`config.mk`:
```
export PLATFORM = sky130hd
export DESIGN_NAME = buff_uart_bus_arbiter_flat
export DESIGN_NICKNAME = d
export VERILOG_FILES = /design/src/rtl/buff_uart_bus_arbiter_pkg.sv /design/src/rtl/buff_uart_bus_arbiter_if.sv /design/src/rtl/buff_uart_bus_arbiter_rr_picker.sv /design/src/rtl/buff_uart_bus_arbiter.sv /design/src/flat_wrapper.sv
export SDC_FILE = /design/constraint.sdc
export NUM_CORES = 1
export LEC_CHECK = 0
export ABC_AREA = 1
export CORE_MARGIN = 2
export CORE_UTILIZATION = 44
export CTS_CLUSTER_SIZE = 28
export DETAILED_ROUTE_END_ITERATION = 7
export GPL_TIMING_DRIVEN = 0
export MAX_ROUTING_LAYER = met4
export PLACE_DENSITY = 0.91
export SETUP_SLACK_MARGIN = 0.15
export SYNTH_ARGS = -nofsm -noshare
export SYNTH_HDL_FRONTEND = slang
export SYNTH_SLANG_ARGS = --single-unit
```
`constraint.sdc`:
```
create_clock -name clock -period 3.88 [get_ports clock]
set_input_delay 0.388 -clock clock [delete_from_list [all_inputs] [get_ports clock]]
set_output_delay 0.388 -clock clock [all_outputs]
set_load 0.01 [all_outputs]
```
`src/rtl/buff_uart_bus_arbiter_pkg.sv`:
```
// Shared types for masters of the buff_uart register bus: arbiter FSM states,
// the command record a requester presents, and a grant-index width helper.
package buff_uart_bus_arbiter_pkg;

   localparam int BUS_WIDTH  = 8;
   localparam int BUS_ADDR_W = 4;

   typedef enum logic [1:0] {
      IDLE,
      ISSUE,
      WAIT,
      RESP
   } arb_state_t;

   typedef struct packed {
      logic                  write;
      logic [BUS_ADDR_W-1:0] address;
      logic [BUS_WIDTH-1:0]  wdata;
   } bus_cmd_t;

   // A single requester still needs a 1-bit index signal.
   function automatic int id_width(input int n);
      return (n > 1) ? $clog2(n) : 1;
   endfunction

endpackage

```
`src/rtl/buff_uart_bus_arbiter_if.sv`:
```
// Requester-side command/response signals plus the buff_uart bus port, as seen by
// the arbiter (slave modport) and by everything around it (master modport).
interface buff_uart_bus_arbiter_if #(
   parameter int NUM_REQ       = 4,
   parameter int WIDTH         = 8,
   parameter int ADDRESS_WIDTH = 4
);
   import buff_uart_bus_arbiter_pkg::*;

   localparam int IDW = id_width(NUM_REQ);

   // Handshake: requester i raises req_valid[i] with write/address/wdata stable and
   // holds them until the cycle req_ready[i] is high; the command transfers in that
   // cycle. It may not withdraw. Completion is a single-cycle resp_valid[i] pulse,
   // with resp_rdata meaningful for reads in that same cycle.
   logic [NUM_REQ-1:0]               req_valid;
   logic [NUM_REQ-1:0]               req_ready;
   logic [NUM_REQ-1:0]               req_write;
   logic [NUM_REQ*ADDRESS_WIDTH-1:0] req_address;
   logic [NUM_REQ*WIDTH-1:0]         req_wdata;
   logic [NUM_REQ-1:0]               resp_valid;
   logic [WIDTH-1:0]                 resp_rdata;
   logic [IDW-1:0]                   grant_id;
   logic [ADDRESS_WIDTH-1:0]         bus_active_address;
   logic                             bus_write_enable;
   logic                             bus_read_enable;
   logic [WIDTH-1:0]                 bus_data_in;
   logic [WIDTH-1:0]                 bus_data_out;

   modport master (
      output req_valid, req_write, req_address, req_wdata, bus_data_out,
      input  req_ready, resp_valid, resp_rdata, grant_id,
      input  bus_active_address, bus_write_enable, bus_read_enable, bus_data_in
   );

   modport slave (
      input  req_valid, req_write, req_address, req_wdata, bus_data_out,
      output req_ready, resp_valid, resp_rdata, grant_id,
      output bus_active_address, bus_write_enable, bus_read_enable, bus_data_in
   );

endinterface

```
`src/rtl/buff_uart_bus_arbiter_rr_picker.sv`:
```
// Combinational round-robin picker: first set request at or after ptr, wrapping.
// Returns a onehot grant, its index and whether anything was requesting.
module buff_uart_bus_arbiter_rr_picker #(
   parameter int NUM_REQ = 4,
   parameter int IDW     = 2
) (
   input  logic [NUM_REQ-1:0] req,
   input  logic [IDW-1:0]     ptr,
   output logic [NUM_REQ-1:0] grant,
   output logic [IDW-1:0]     idx,
   output logic               any
);

   // First pass covers ptr..NUM_REQ-1, second pass the wrapped part 0..ptr-1.
   always_comb begin
      grant = '0;
      idx   = '0;
      any   = 1'b0;
      for (int i = 0; i < NUM_REQ; i++) begin
         if (!any && req[i] && (IDW'(i) >= ptr)) begin
            any = 1'b1;
            idx = IDW'(i);
         end
      end
      for (int i = 0; i < NUM_REQ; i++) begin
         if (!any && req[i]) begin
            any = 1'b1;
            idx = IDW'(i);
         end
      end
      if (any) grant[idx] = 1'b1;
   end

endmodule

```
`src/rtl/buff_uart_bus_arbiter.sv`:
```
// Round-robin arbiter sharing one buff_uart register bus among NUM_REQ requesters;
// one transaction in flight, single-cycle bus strobe, fixed read latency.
module buff_uart_bus_arbiter
   import buff_uart_bus_arbiter_pkg::*;
#(
   parameter int NUM_REQ       = 4,
   parameter int WIDTH         = 8,
   parameter int ADDRESS_WIDTH = 4,
   parameter int READ_LATENCY  = 1
) (
   input  logic                   clock,
   input  logic                   resetn,
   buff_uart_bus_arbiter_if.slave bus,
   output arb_state_t             dbg_state
);

   localparam int IDW   = id_width(NUM_REQ);
   localparam int CNT_W = $clog2(READ_LATENCY + 1);

   arb_state_t               state;
   logic [IDW-1:0]           rr_ptr;
   logic [IDW-1:0]           grant_id;
   logic [IDW-1:0]           next_ptr;
   logic                     cmd_write;
   logic [CNT_W-1:0]         wait_cnt;
   logic [NUM_REQ-1:0]       grant_onehot;

   logic [ADDRESS_WIDTH-1:0] bus_addr_q;
   logic                     bus_we_q;
   logic                     bus_re_q;
   logic [WIDTH-1:0]         bus_din_q;
   logic [NUM_REQ-1:0]       resp_valid_q;
   logic [WIDTH-1:0]         resp_rdata_q;

   logic [NUM_REQ-1:0]       pick_grant;
   logic [IDW-1:0]           pick_idx;
   logic                     pick_any;

   logic [ADDRESS_WIDTH-1:0] addr_arr  [NUM_REQ];
   logic [WIDTH-1:0]         wdata_arr [NUM_REQ];

   for (genvar g = 0; g < NUM_REQ; g++) begin : g_unpack
      assign addr_arr[g]  = bus.req_address[g*ADDRESS_WIDTH +: ADDRESS_WIDTH];
      assign wdata_arr[g] = bus.req_wdata[g*WIDTH +: WIDTH];
   end

   buff_uart_bus_arbiter_rr_picker #(
      .NUM_REQ (NUM_REQ),
      .IDW     (IDW)
   ) u_picker (
      .req   (bus.req_valid),
      .ptr   (rr_ptr),
      .grant (pick_grant),
      .idx   (pick_idx),
      .any   (pick_any)
   );

   assign grant_onehot = NUM_REQ'(1) << grant_id;
   assign next_ptr     = (grant_id == IDW'(NUM_REQ - 1)) ? '0 : grant_id + IDW'(1);

   // Acceptance is combinational in IDLE so the requester sees ready in the cycle
   // the command is latched; held low while reset is asserted.
   assign bus.req_ready = (state == IDLE && resetn) ? pick_grant : '0;

   assign bus.grant_id           = grant_id;
   assign bus.resp_valid         = resp_valid_q;
   assign bus.resp_rdata         = resp_rdata_q;
   assign bus.bus_active_address = bus_addr_q;
   assign bus.bus_write_enable   = bus_we_q;
   assign bus.bus_read_enable    = bus_re_q;
   assign bus.bus_data_in        = bus_din_q;
   assign dbg_state              = state;

   always_ff @(posedge clock) begin
      if (!resetn) begin
         state        <= IDLE;
         rr_ptr       <= '0;
         grant_id     <= '0;
         cmd_write    <= 1'b0;
         wait_cnt     <= '0;
         bus_addr_q   <= '0;
         bus_we_q     <= 1'b0;
         bus_re_q     <= 1'b0;
         bus_din_q    <= '0;
         resp_valid_q <= '0;
         resp_rdata_q <= '0;
      end else begin
         case (state)
            // The bus registers double as the command latch: they are loaded on
            // accept and therefore present exactly during ISSUE.
            IDLE: begin
               if (pick_any) begin
                  grant_id   <= pick_idx;
                  cmd_write  <= bus.req_write[pick_idx];
                  bus_addr_q <= addr_arr[pick_idx];
                  bus_we_q   <= bus.req_write[pick_idx];
                  bus_re_q   <= !bus.req_write[pick_idx];
                  bus_din_q  <= bus.req_write[pick_idx] ? wdata_arr[pick_idx] : '0;
                  state      <= ISSUE;
               end
            end
            ISSUE: begin
               bus_addr_q <= '0;
               bus_we_q   <= 1'b0;
               bus_re_q   <= 1'b0;
               bus_din_q  <= '0;
               if (cmd_write) begin
                  resp_valid_q <= grant_onehot;
                  state        <= RESP;
               end else begin
                  wait_cnt <= CNT_W'(READ_LATENCY);
                  state    <= WAIT;
               end
            end
            // Read data is valid on the last WAIT cycle, READ_LATENCY after the strobe.
            WAIT: begin
               wait_cnt <= wait_cnt - CNT_W'(1);
               if (wait_cnt == CNT_W'(1)) begin
                  resp_rdata_q <= bus.bus_data_out;
                  resp_valid_q <= grant_onehot;
                  state        <= RESP;
               end
            end
            RESP: begin
               resp_valid_q <= '0;
               rr_ptr       <= next_ptr;
               state        <= IDLE;
            end
            default: state <= IDLE;
         endcase
      end
   end

endmodule
```
`src/flat_wrapper.sv`:
```
// flat-port wrapper written by rule: the top's interface ports become plain ports
module buff_uart_bus_arbiter_flat import buff_uart_bus_arbiter_pkg::*;
#(
   parameter int NUM_REQ       = 4,
   parameter int WIDTH         = 8,
   parameter int ADDRESS_WIDTH = 4,
   parameter int READ_LATENCY  = 1
)
  (clock, resetn, dbg_state, bus_req_valid, bus_req_write, bus_req_address, bus_req_wdata, bus_bus_data_out, bus_req_ready, bus_resp_valid, bus_resp_rdata, bus_grant_id, bus_bus_active_address, bus_bus_write_enable, bus_bus_read_enable, bus_bus_data_in);
  buff_uart_bus_arbiter_if #(.NUM_REQ(NUM_REQ), .WIDTH(WIDTH), .ADDRESS_WIDTH(ADDRESS_WIDTH)) bus_i ();
  input  logic clock;
  input  logic resetn;
  output arb_state_t dbg_state;
  input wire logic [$bits(bus_i.req_valid)-1:0] bus_req_valid;
  input wire logic [$bits(bus_i.req_write)-1:0] bus_req_write;
  input wire logic [$bits(bus_i.req_address)-1:0] bus_req_address;
  input wire logic [$bits(bus_i.req_wdata)-1:0] bus_req_wdata;
  input wire logic [$bits(bus_i.bus_data_out)-1:0] bus_bus_data_out;
  output wire logic [$bits(bus_i.req_ready)-1:0] bus_req_ready;
  output wire logic [$bits(bus_i.resp_valid)-1:0] bus_resp_valid;
  output wire logic [$bits(bus_i.resp_rdata)-1:0] bus_resp_rdata;
  output wire logic [$bits(bus_i.grant_id)-1:0] bus_grant_id;
  output wire logic [$bits(bus_i.bus_active_address)-1:0] bus_bus_active_address;
  output wire logic [$bits(bus_i.bus_write_enable)-1:0] bus_bus_write_enable;
  output wire logic [$bits(bus_i.bus_read_enable)-1:0] bus_bus_read_enable;
  output wire logic [$bits(bus_i.bus_data_in)-1:0] bus_bus_data_in;
  assign bus_i.req_valid = bus_req_valid;
  assign bus_i.req_write = bus_req_write;
  assign bus_i.req_address = bus_req_address;
  assign bus_i.req_wdata = bus_req_wdata;
  assign bus_i.bus_data_out = bus_bus_data_out;
  assign bus_req_ready = bus_i.req_ready;
  assign bus_resp_valid = bus_i.resp_valid;
  assign bus_resp_rdata = bus_i.resp_rdata;
  assign bus_grant_id = bus_i.grant_id;
  assign bus_bus_active_address = bus_i.bus_active_address;
  assign bus_bus_write_enable = bus_i.bus_write_enable;
  assign bus_bus_read_enable = bus_i.bus_read_enable;
  assign bus_bus_data_in = bus_i.bus_data_in;
  buff_uart_bus_arbiter #(.NUM_REQ(NUM_REQ), .WIDTH(WIDTH), .ADDRESS_WIDTH(ADDRESS_WIDTH), .READ_LATENCY(READ_LATENCY)) u_core (.clock(clock), .resetn(resetn), .bus(bus_i), .dbg_state(dbg_state));
endmodule
```
# Word-level counts from Yosys, hierarchy flattened
# Index checks and enable logic that the tools add are counted.
# Widths: inputs -> output; s select.
dict set report totals {
  word_cells 107
  out_inout_bits 34
  input_bits 66
  reg_bits 34
}
dict set report classes {
  n_mux 46
  eq_ne 8
  reduce_logical 31
  n_lt_le_gt_ge 7
  shift 1
  bitwise 1
  addsub 2
}
# operator count
set op_table {}
lappend op_table {{$mux 8} 4}
lappend op_table {{$mux 4} 7}
lappend op_table {{$mux 2} 9}
lappend op_table {{$bmux 8 s2} 1}
lappend op_table {{$pmux 8 s2} 1}
lappend op_table {{$mux 1} 15}
lappend op_table {{$logic_and 1x1->1} 13}
lappend op_table {{$pmux 4 s3} 1}
lappend op_table {{$reduce_and 2->1} 5}
lappend op_table {{$bmux 4 s2} 1}
lappend op_table {{$logic_not 1->1} 8}
lappend op_table {{$pmux 2 s4} 1}
lappend op_table {{$pmux 4 s2} 1}
lappend op_table {{$eq 2x2->1 const B} 3}
lappend op_table {{$ne 2x1->1 const B} 3}
lappend op_table {{$pmux 1 s2} 3}
lappend op_table {{$ge 1x2->1 const A} 2}
lappend op_table {{$ge 2x2->1 const A} 2}
lappend op_table {{$reduce_bool 2->1} 2}
lappend op_table {{$shl 1x2->4 const A} 1}
lappend op_table {{$ge 3x3->1 const B} 1}
lappend op_table {{$lt 2x3->1 const B} 1}
lappend op_table {{$not 2->3} 1}
lappend op_table {{$reduce_and 3->1} 1}
lappend op_table {{other kinds (9)} 9}

# Longest topological paths before layout
# Gate-level depths: netlist of run 1.
dict set report logic_depth {
  ltp_word 34
  depth_mapped 14
  ltp_nobuf 13
}

# By module
# Synthesis of run 1 repeated with hierarchy kept, for this count alone.
dict set report unflattened {
  cells_unflattened 341
  hier_area_um2 2148.3
}
# mod instances area_each_um2 seq_area_each_um2 cells_each
set modules_own_cells {}
lappend modules_own_cells {buff_uart_bus_arbiter 1 1996.9 680.7 313}
lappend modules_own_cells {buff_uart_bus_arbiter_rr_picker 1 151.4 0.0 28}

# Worst setup path after synthesis of run 1
# OpenSTA, ideal clock, no wires.
dict set report synth_timing {
  path_type {reg-to-output}
  start {register u_core.state[0] (netlist: u_core.dbg_state[0])}
  end {output port bus_req_ready[3]}
  stages_incl_launch_ff 5
  arrival_time_ns 1.492
  slack_ns 2.000
  t_required_ns 3.492
  n_path_buf 0
  cell_sequence {dfxtp_1 > inv_1 > ha_1 > nand2_1 > a2111oi_0}
}
dict set report synth_via {
  elab_chain_cells 3
}
# item line_no
set synth_lines {}
lappend synth_lines {{start, declared} buff_uart_bus_arbiter.sv:20} ;# arb_state_t state;
lappend synth_lines {{start signal, assigned} buff_uart_bus_arbiter.sv:76} ;# state <= IDLE;
lappend synth_lines {{start signal, assigned} buff_uart_bus_arbiter.sv:99} ;# state <= ISSUE;
lappend synth_lines {{start signal, assigned} buff_uart_bus_arbiter.sv:109} ;# state <= RESP;
lappend synth_lines {{$logic_not 2->1} buff_uart_bus_arbiter.sv:63} ;# assign bus.req_ready = (state == IDLE && resetn) ? pick_grant : '0;
lappend synth_lines {{$logic_and 1x1->1} buff_uart_bus_arbiter.sv:63}
lappend synth_lines {{$mux 4} buff_uart_bus_arbiter.sv:63}
lappend synth_lines {{end, declared} flat_wrapper.sv:19} ;# output wire logic [$bits(bus_i.req_ready)-1:0] bus_req_ready;
# No other way between the ends.

# Worst setup path after layout of run 1
dict set report layout_timing {
  start {input port bus_req_valid[1]}
  end {output port bus_req_ready[2]}
}
dict set report layout_via {
  elab_chain_cells 29
  elab_cells_between_ends 37
  cone_classes {2 x order compare; 18 x mux; 17 x reduce/logical}
}
# item line_no
set layout_lines {}
lappend layout_lines {{start, declared} flat_wrapper.sv:14} ;# input wire logic [$bits(bus_i.req_valid)-1:0] bus_req_valid;
lappend layout_lines {{$logic_and 1x1->1 (2 in a row)} buff_uart_bus_arbiter_rr_picker.sv:20} ;# if (!any && req[i] && (IDW'(i) >= ptr)) begin
lappend layout_lines {{$mux 1} buff_uart_bus_arbiter_rr_picker.sv:20}
lappend layout_lines {{$logic_not 1->1} buff_uart_bus_arbiter_rr_picker.sv:20}
lappend layout_lines {{$logic_and 1x1->1 (2 in a row)} buff_uart_bus_arbiter_rr_picker.sv:20}
lappend layout_lines {{$mux 1} buff_uart_bus_arbiter_rr_picker.sv:20}
lappend layout_lines {{$logic_not 1->1} buff_uart_bus_arbiter_rr_picker.sv:20}
lappend layout_lines {{$logic_and 1x1->1 (2 in a row)} buff_uart_bus_arbiter_rr_picker.sv:20}
lappend layout_lines {{$mux 1} buff_uart_bus_arbiter_rr_picker.sv:20}
lappend layout_lines {{(+10 left out)} -}
lappend layout_lines {{$logic_and 1x1->1} buff_uart_bus_arbiter_rr_picker.sv:26} ;# if (!any && req[i]) begin
lappend layout_lines {{$mux 2} buff_uart_bus_arbiter_rr_picker.sv:26}
lappend layout_lines {{$lt 2x3->1 (implied by the code) or $ge 2x1->1 (tied branches)} buff_uart_bus_arbiter_rr_picker.sv:31} ;# if (any) grant[idx] = 1'b1;
lappend layout_lines {{$logic_and 1x1->1 (implied by the code)} buff_uart_bus_arbiter_rr_picker.sv:31}
lappend layout_lines {{$mux 1 (implied by the code)} buff_uart_bus_arbiter_rr_picker.sv:31}
lappend layout_lines {{$demux 1 s2} buff_uart_bus_arbiter_rr_picker.sv:31}
lappend layout_lines {{$mux 4 (*)} buff_uart_bus_arbiter_rr_picker.sv:31}
lappend layout_lines {{$mux 4 (*)} buff_uart_bus_arbiter.sv:63}
# Every way passes the cells marked *; elsewhere a longest branch is shown, timed or not.

==> impl_metrics.tcl, run 1 <==
set metrics [dict create \
    run_status "finished clean" \
    placement.io_buffers 99 \
    detail_route.wl_per_cell_um 13.17 \
    finalCritPeriodShare 0.7767 \
    worst_ir_drop_vdd_v 0.0004343 \
    cp_slowest_cell "clkdlybuf4s50_1" \
    postCtsHoldBufs 0 \
    synthesis.yosys.warnings 0 \
    cp_data_required_time_ns 3.49 \
    synth_cell_types 28 \
    dieArea_um2 5198 \
    post-dp-hpwl_um 4826 \
    mostFrequentLayoutCell "nand2_1" \
    ctsHtreeMaxLevel 2 \
    final_antenna_diode_count 0 \
    powerDensity_nw_per_um2 507.8 \
    hold_viol 0 \
    placed_cells_incl_taps 470 \
    total_cts_buffers 5 \
    final_cell_mix "nand2_1, clkdlybuf4s50_1, dfxtp_1" \
    final_net_count 500 \
    slew-limit-headroom 0.7084 \
    worstMarginPinSlew_ns 0.4374 \
    clock_path_buffers 2 \
    post_placement_cell_area_um2 3097 \
    timing.clock.skew_ns 0.004161 \
    num_io_pins 100 \
    slack_of_the_critical_path_ns 0.8665 \
    core.rowCount 24 \
    power.leakage_nw 1.384 \
    grt_overflow 0 \
    drive_above_1_share 0.07981 \
    hold_class "flip-flop to flip-flop" \
    post-layout-total-power_mw 1.621 \
    tritoncts_clock_tree "yes" \
    final_period_minus_worst_setup_slack_ns 3.013 \
    worst-setup-path-type "input port to output port" \
    detail-route-antenna-nets 0 \
    crit_path_max_fanout 10 \
    wl_met2_um 3031 \
    cts_setup_buffers 0 \
    routed_length_on_met3_um 412 \
    post_layout_nonfiller_instances 478 \
    cap_violations 0 \
    post_synth_inst_count 319 \
    floorplan.core_area_um2 4414 \
    met1_routed_wirelength_after_detailed_routing_um 2788 \
    clk-insertion-delay-late_ns 0.28 \
    finalWirelength_um 6294 \
    quantity_of_gates_resized_following_cts 0 \
    drt_first_iter_violations 122 \
    syn-mean-instance-area_um2 6.397 \
    highest_layer "met4" \
    vias 2447 \
    kind_of_end_point_of_the_critical_path "output port" \
    crit_path_start_kind "input port" \
    firstDrtPassIters 4 \
    placement.setup.worst_slack_ns 0.8489 \
    largest_net_degree_at_the_start_of_global_routing 12 \
    vert_die_dim_um 72.10 \
    mappedNetlistNets 394 \
    sequential_cell_area_fraction_in_the_yosys_report 0.3335 \
    dieWidth_um 72.10 \
    grt_antenna_before_repair 0 \
    area_delta_synth_final_pct 56.41 \
    grt.total_usage 0.2484 \
    path_cells "clkdlybuf4s50_1 > nand2_1 > nand2_1 > nor2_4 > nand4_1 > nand2_2 > inv_2 > buf_2 > nor3_1 > clkdlybuf4s50_1" \
    root_buffer "clkbuf_8" \
    clock.fmax_ghz 0.3318 \
    grt_setup_unrepaired "false" \
    timing.critical_path.slowest_cell_delay_ns 0.58 \
    cp.arrival_ns 2.63 \
    post-route-drc-count 0 \
    via_count_of_the_first_global_routing_pass 2179 \
    post_drt_via_cell_ratio 5.119 \
    final_cell_area_um2 3192 \
    post-synth-top-area-cell "dfxtp_1" \
    synth.ff_latch_count 34 \
    portion_of_synthesized_cell_area_occupied_by_the_leading_cell_type 0.3335 \
    clk_transition_reported_paths_ns 0.07 \
    grt_first_pass_wirelength_um 10060 \
    synth_area_um2 2041 \
    setup_tns_ns 0 \
    gp_routability_congestion 0.8368 \
    setup_viol 0 \
    timing.final.max_slew_violations 0 \
    floorplan.initialDensity 0.4623 \
    cts_num_sinks 34 \
    netlist_top_cells_area "dfxtp_1, nand2_1, nand3_1" \
]
==> metal layers <==
layer	up-vias	track usage
met2	86	0.4179
met1	1112	0.3072
met3	8	0.05000
met4	0	0.05660
li1	1241	-
met5	-	-
==> critical path: cells and delay by family <==
family | cells | cell delay [ns]
AND/OR/NAND/NOR | 6 | 0.91
buffers and inverters | 4 | 1.32
==> per-stage QoR <==
stage                     hold WS, ns  utilization
final                          0.4645       0.7231
after detailed placement       0.4538       0.7015
after global routing           0.4758       0.7231
after global placement         0.4535       0.7015
after floorplan                0.4608            -
after CTS                      0.4649       0.7231
==> cell families (layout without fill, tap and decap cells) <==
| family | after synthesis | count (layout) | synth area share |
|---|---|---|---|
| compound gates | 45 | 45 | 0.1183 |
| fa+ha+maj | 9 | 9 | 0.05518 |
| buf+inv | 29 | 136 | 0.06437 |
| flops | 34 | 34 | 0.3335 |
| simple gates | 202 | 202 | 0.4286 |
==> cell type report <==
class	instances	area, um^2
inverters	17	63.81
clock inverters	2	12.51
flip-flops and latches	34	680.7
multi-input cells	256	1229
fillers	360	1222
repair buffers	99	991.0
clock buffers	6	82.58
well taps	52	65.06
plain buffers	12	67.56
==> synthesized netlist by cell type, drive strengths merged <==
master	n
ha	9
nor2	22
or2	1
nand4	1
a211oi	1
nand3	32
clkbuf	3
a2111oi	1
a21oi	25
inv	16
dfxtp	34
nand3b	4
nor4	1
nor3	3
nand2	138
o211ai	1
o21ai	17
clkinv	1
buf	9
==> power breakdown <==
| part | switching, mW | internal, mW | leakage, nW |
|---|---|---|---|
| clock | 0.129 | 0.143 | 0.0472 |
| sequential | 0.0647 | 0.436 | 0.277 |
| combinational | 0.465 | 0.383 | 1.06 |
==> state kept, by name (all words and copies together), names as in the netlist <==
| register | cells |
|---|---|
| u_core.bus.bus_data_in | 8 |
| u_core.bus.resp_rdata | 8 |
| u_core.bus.bus_active_address | 4 |
| u_core.bus.resp_valid | 4 |
| u_core.bus.grant_id | 2 |
| u_core.dbg_state | 2 |
| u_core.rr_ptr | 2 |
| u_core.bus.bus_read_enable | 1 |
| u_core.bus.bus_write_enable | 1 |
| u_core.cmd_write | 1 |
| u_core.wait_cnt | 1 |
==> path summary, 6_finish.rpt <==
path                                                   to                      start  cells past startpoint  slack [ns]
worst min register to register  u_core.bus.bus_data_in[4]  u_core.bus.bus_data_in[4]                      2        0.46
worst max register to register  u_core.bus.bus_data_in[6]           u_core.rr_ptr[0]                     13        2.01
worst max-delay path                     bus_req_ready[2]           bus_req_valid[1]                     10        0.87
worst min-delay path            u_core.bus.bus_data_in[4]  u_core.bus.bus_data_in[4]                      2        0.46
Power figures use the tool's default switching activity.
==> inputs of run 2 (changes only) <==
CORE_UTILIZATION = 41   (was 44)
PLACE_DENSITY = 0.86   (was 0.91)
clock period = 3.05 ns   (was 3.88 ns; I/O delays follow)
==> impl_metrics.tcl, run 2 (synthesis gave the netlist of run 1 again) <==
set metrics [dict create \
    finalCritPeriodShare 0.9167 \
    timing.critical_path.slowest_cell_delay_ns 0.59 \
    timing.critical_path.mode_cell "nand2_1" \
    run_status "finished clean" \
    hold_start "u_core.bus.resp_valid[0]" \
    slew-limit-headroom 0.7068 \
    gr-max-usage-layer "met2" \
    ctsHtreeMaxLevel 2 \
    groute.layer.met1.usage 0.2755 \
    cp_slowest_cell "clkdlybuf4s50_1" \
    grt_overflow 0 \
    floorplan.core_area_um2 4755 \
    cp-startpoint "bus_req_valid[2]" \
    worst_ir_drop_vdd_v 0.0004488 \
    final_period_minus_worst_setup_slack_ns 2.796 \
    num_io_pins 100 \
    core.rowCount 25 \
    cts_setup_buffers 0 \
    drive_above_1_share 0.08000 \
    floorplan.initialDensity 0.4292 \
    post-dp-hpwl_um 4912 \
    dieArea_um2 5558 \
    placement.io_buffers 99 \
    power.leakage_nw 1.404 \
    area_delta_synth_final_pct 57.45 \
    net_sw_frac 0.4094 \
    dieWidth_um 74.55 \
    pwr-share-comb 0.533 \
    worstMarginPinSlew_ns 0.4288 \
    drt_first_iter_violations 136 \
    detail_route.wl_per_cell_um 12.75 \
    grt_antenna_before_repair 0 \
    timing.clock.skew_ns 0.006897 \
    final_cell_mix "nand2_1, clkdlybuf4s50_1, dfxtp_1" \
    gr_util_met3 0.05014 \
    path_cells "clkdlybuf4s50_1 > nand2_1 > nand2_1 > nand2_1 > nand2_4 > nand2_2 > buf_2 > nor4_2 > clkdlybuf4s50_1" \
    slack_of_the_critical_path_ns 0.2542 \
    finalWirelength_um 6273 \
    firstDrtPassIters 4 \
    post-route-drc-count 0 \
    cp.arrival_ns 2.49 \
    powerDensity_nw_per_um2 632.0 \
    r2r_end "u_core.bus.bus_read_enable" \
    multiInputGateArea_um2 1245 \
    largest_net_degree_at_the_start_of_global_routing 11 \
    n_fill_cell 416 \
    grt_setup_unrepaired "true" \
    detail-route-antenna-nets 0 \
    tritoncts_clock_tree "yes" \
    kind_of_end_point_of_the_critical_path "output port" \
    cell_internal_power_mw 1.199 \
    post-layout-total-power_mw 2.031 \
    clk_transition_reported_paths_ns 0.07 \
    regArea_um2 680.7 \
    vias 2442 \
    final_antenna_diode_count 0 \
    crit_path_start_kind "input port" \
    setup_tns_ns 0 \
    worst-setup-path-type "input port to output port" \
    final_net_count 500 \
    cts_num_sinks 34 \
    timing.hold.worst_path_depth 2 \
    grt.total_usage 0.2387 \
    via_count_of_the_first_global_routing_pass 2362 \
    mostFrequentLayoutCell "nand2_1" \
    clock.fmax_ghz 0.3577 \
    setup_viol 0 \
    cap_violations 0 \
    postCtsHoldBufs 0 \
    timing.final.max_slew_violations 0 \
    vert_die_dim_um 74.55 \
    placement.setup.worst_slack_ns 0.1934 \
    hold_class "flip-flop to flip-flop" \
    crit_path_max_fanout 10 \
    worst-r2r-cell-count 10 \
    post_drt_via_cell_ratio 4.963 \
    crit-reg2reg-launch "u_core.rr_ptr[0]" \
    r2r_setup_slack_ns 1.22 \
    timing.hold.worst_endpoint "u_core.bus.resp_valid[0]" \
    seq_power_share 0.313 \
    gp_routability_congestion 0.8531 \
    cp_data_required_time_ns 2.74 \
    total_cts_buffers 5 \
    grt.met2_usage 0.4051 \
    grt_first_pass_wirelength_um 9949 \
    clockPowerShare 0.154 \
    hold_viol 0 \
    clk-insertion-delay-late_ns 0.28 \
    clock_path_buffers 2 \
    p_sw_uw 831.4 \
    root_buffer "clkbuf_8" \
]
-- run 2: metrics by stage --
step | std cells | hold WS [ns] | area [um^2] | util
2_1_floorplan | 319 | 0.4434 | 2041 | -
3_3_place_gp | 485 | 0.4533 | 3115 | 0.6553
3_5_place_dp | 485 | 0.4565 | 3115 | 0.6553
4_1_cts | 492 | 0.4688 | 3194 | 0.6718
5_1_grt | 492 | 0.4930 | 3213 | 0.6758
6_report | 492 | 0.4669 | 3213 | 0.6758
-- run 2: critical path, delay by kind of cell --
| family | cells | cell delay (ns) |
|---|---|---|
| buffers and inverters | 3 | 1.38 |
| AND/OR/NAND/NOR | 6 | 0.80 |
-- run 2: how the worst max path moves through the flow --
stage | end | slack (ns) | cells past startpoint
after global routing | bus_req_ready[0] | 0.14 | 9
after floorplan | bus_req_ready[3] | 1.25 | 4
after global placement | bus_req_ready[0] | 0.20 | 9
final | bus_req_ready[0] | 0.25 | 9
after CTS | bus_req_ready[0] | 0.17 | 9
after detailed placement | bus_req_ready[0] | 0.19 | 9
-- run 2: power by group through the flow --
stage / Clock (mW) / Sequential, mW / Combinational [mW]
2_1_floorplan: 0 / 0.672 / 0.593
3_3_place_gp: 0 / 0.642 / 1.03
3_5_place_dp: 0 / 0.646 / 1.07
4_1_cts: 0.315 / 0.636 / 1.07
5_1_grt: 0.332 / 0.650 / 1.21
6_report: 0.313 / 0.636 / 1.08
-- run 2: what timing repair did --
item / 4_1_cts / 5_1_grt
endpoints found under the setup margin: 0 / 2
endpoints found under the hold margin: 0 / 0
resized for setup: 0 / 4
-- run 2: area by class of cell --
cell class / count / area share
timing repair buffer: 99 / 0.3092
tap: 67 / 0.02609
buffer: 12 / 0.02103
inverter: 17 / 0.01986
clock buffer: 5 / 0.02142
sequential: 34 / 0.2118
multi-input combinational: 256 / 0.3875
clock inverter: 2 / 0.003115
-- run 2: per-layer routing --
layer | up-vias | part of all wire
li1 | 1239 | -
met1 | 1103 | 0.43
met2 | 89 | 0.47
met3 | 11 | 0.083
met4 | 0 | 0.018
met5 | - | 0
==> inputs of run 3 (changes only) <==
SKIP_CTS_REPAIR_TIMING = 1   (was default)
==> results of run 3 <==
No change in the layout: final DEF, timing and power equal those of run 2.
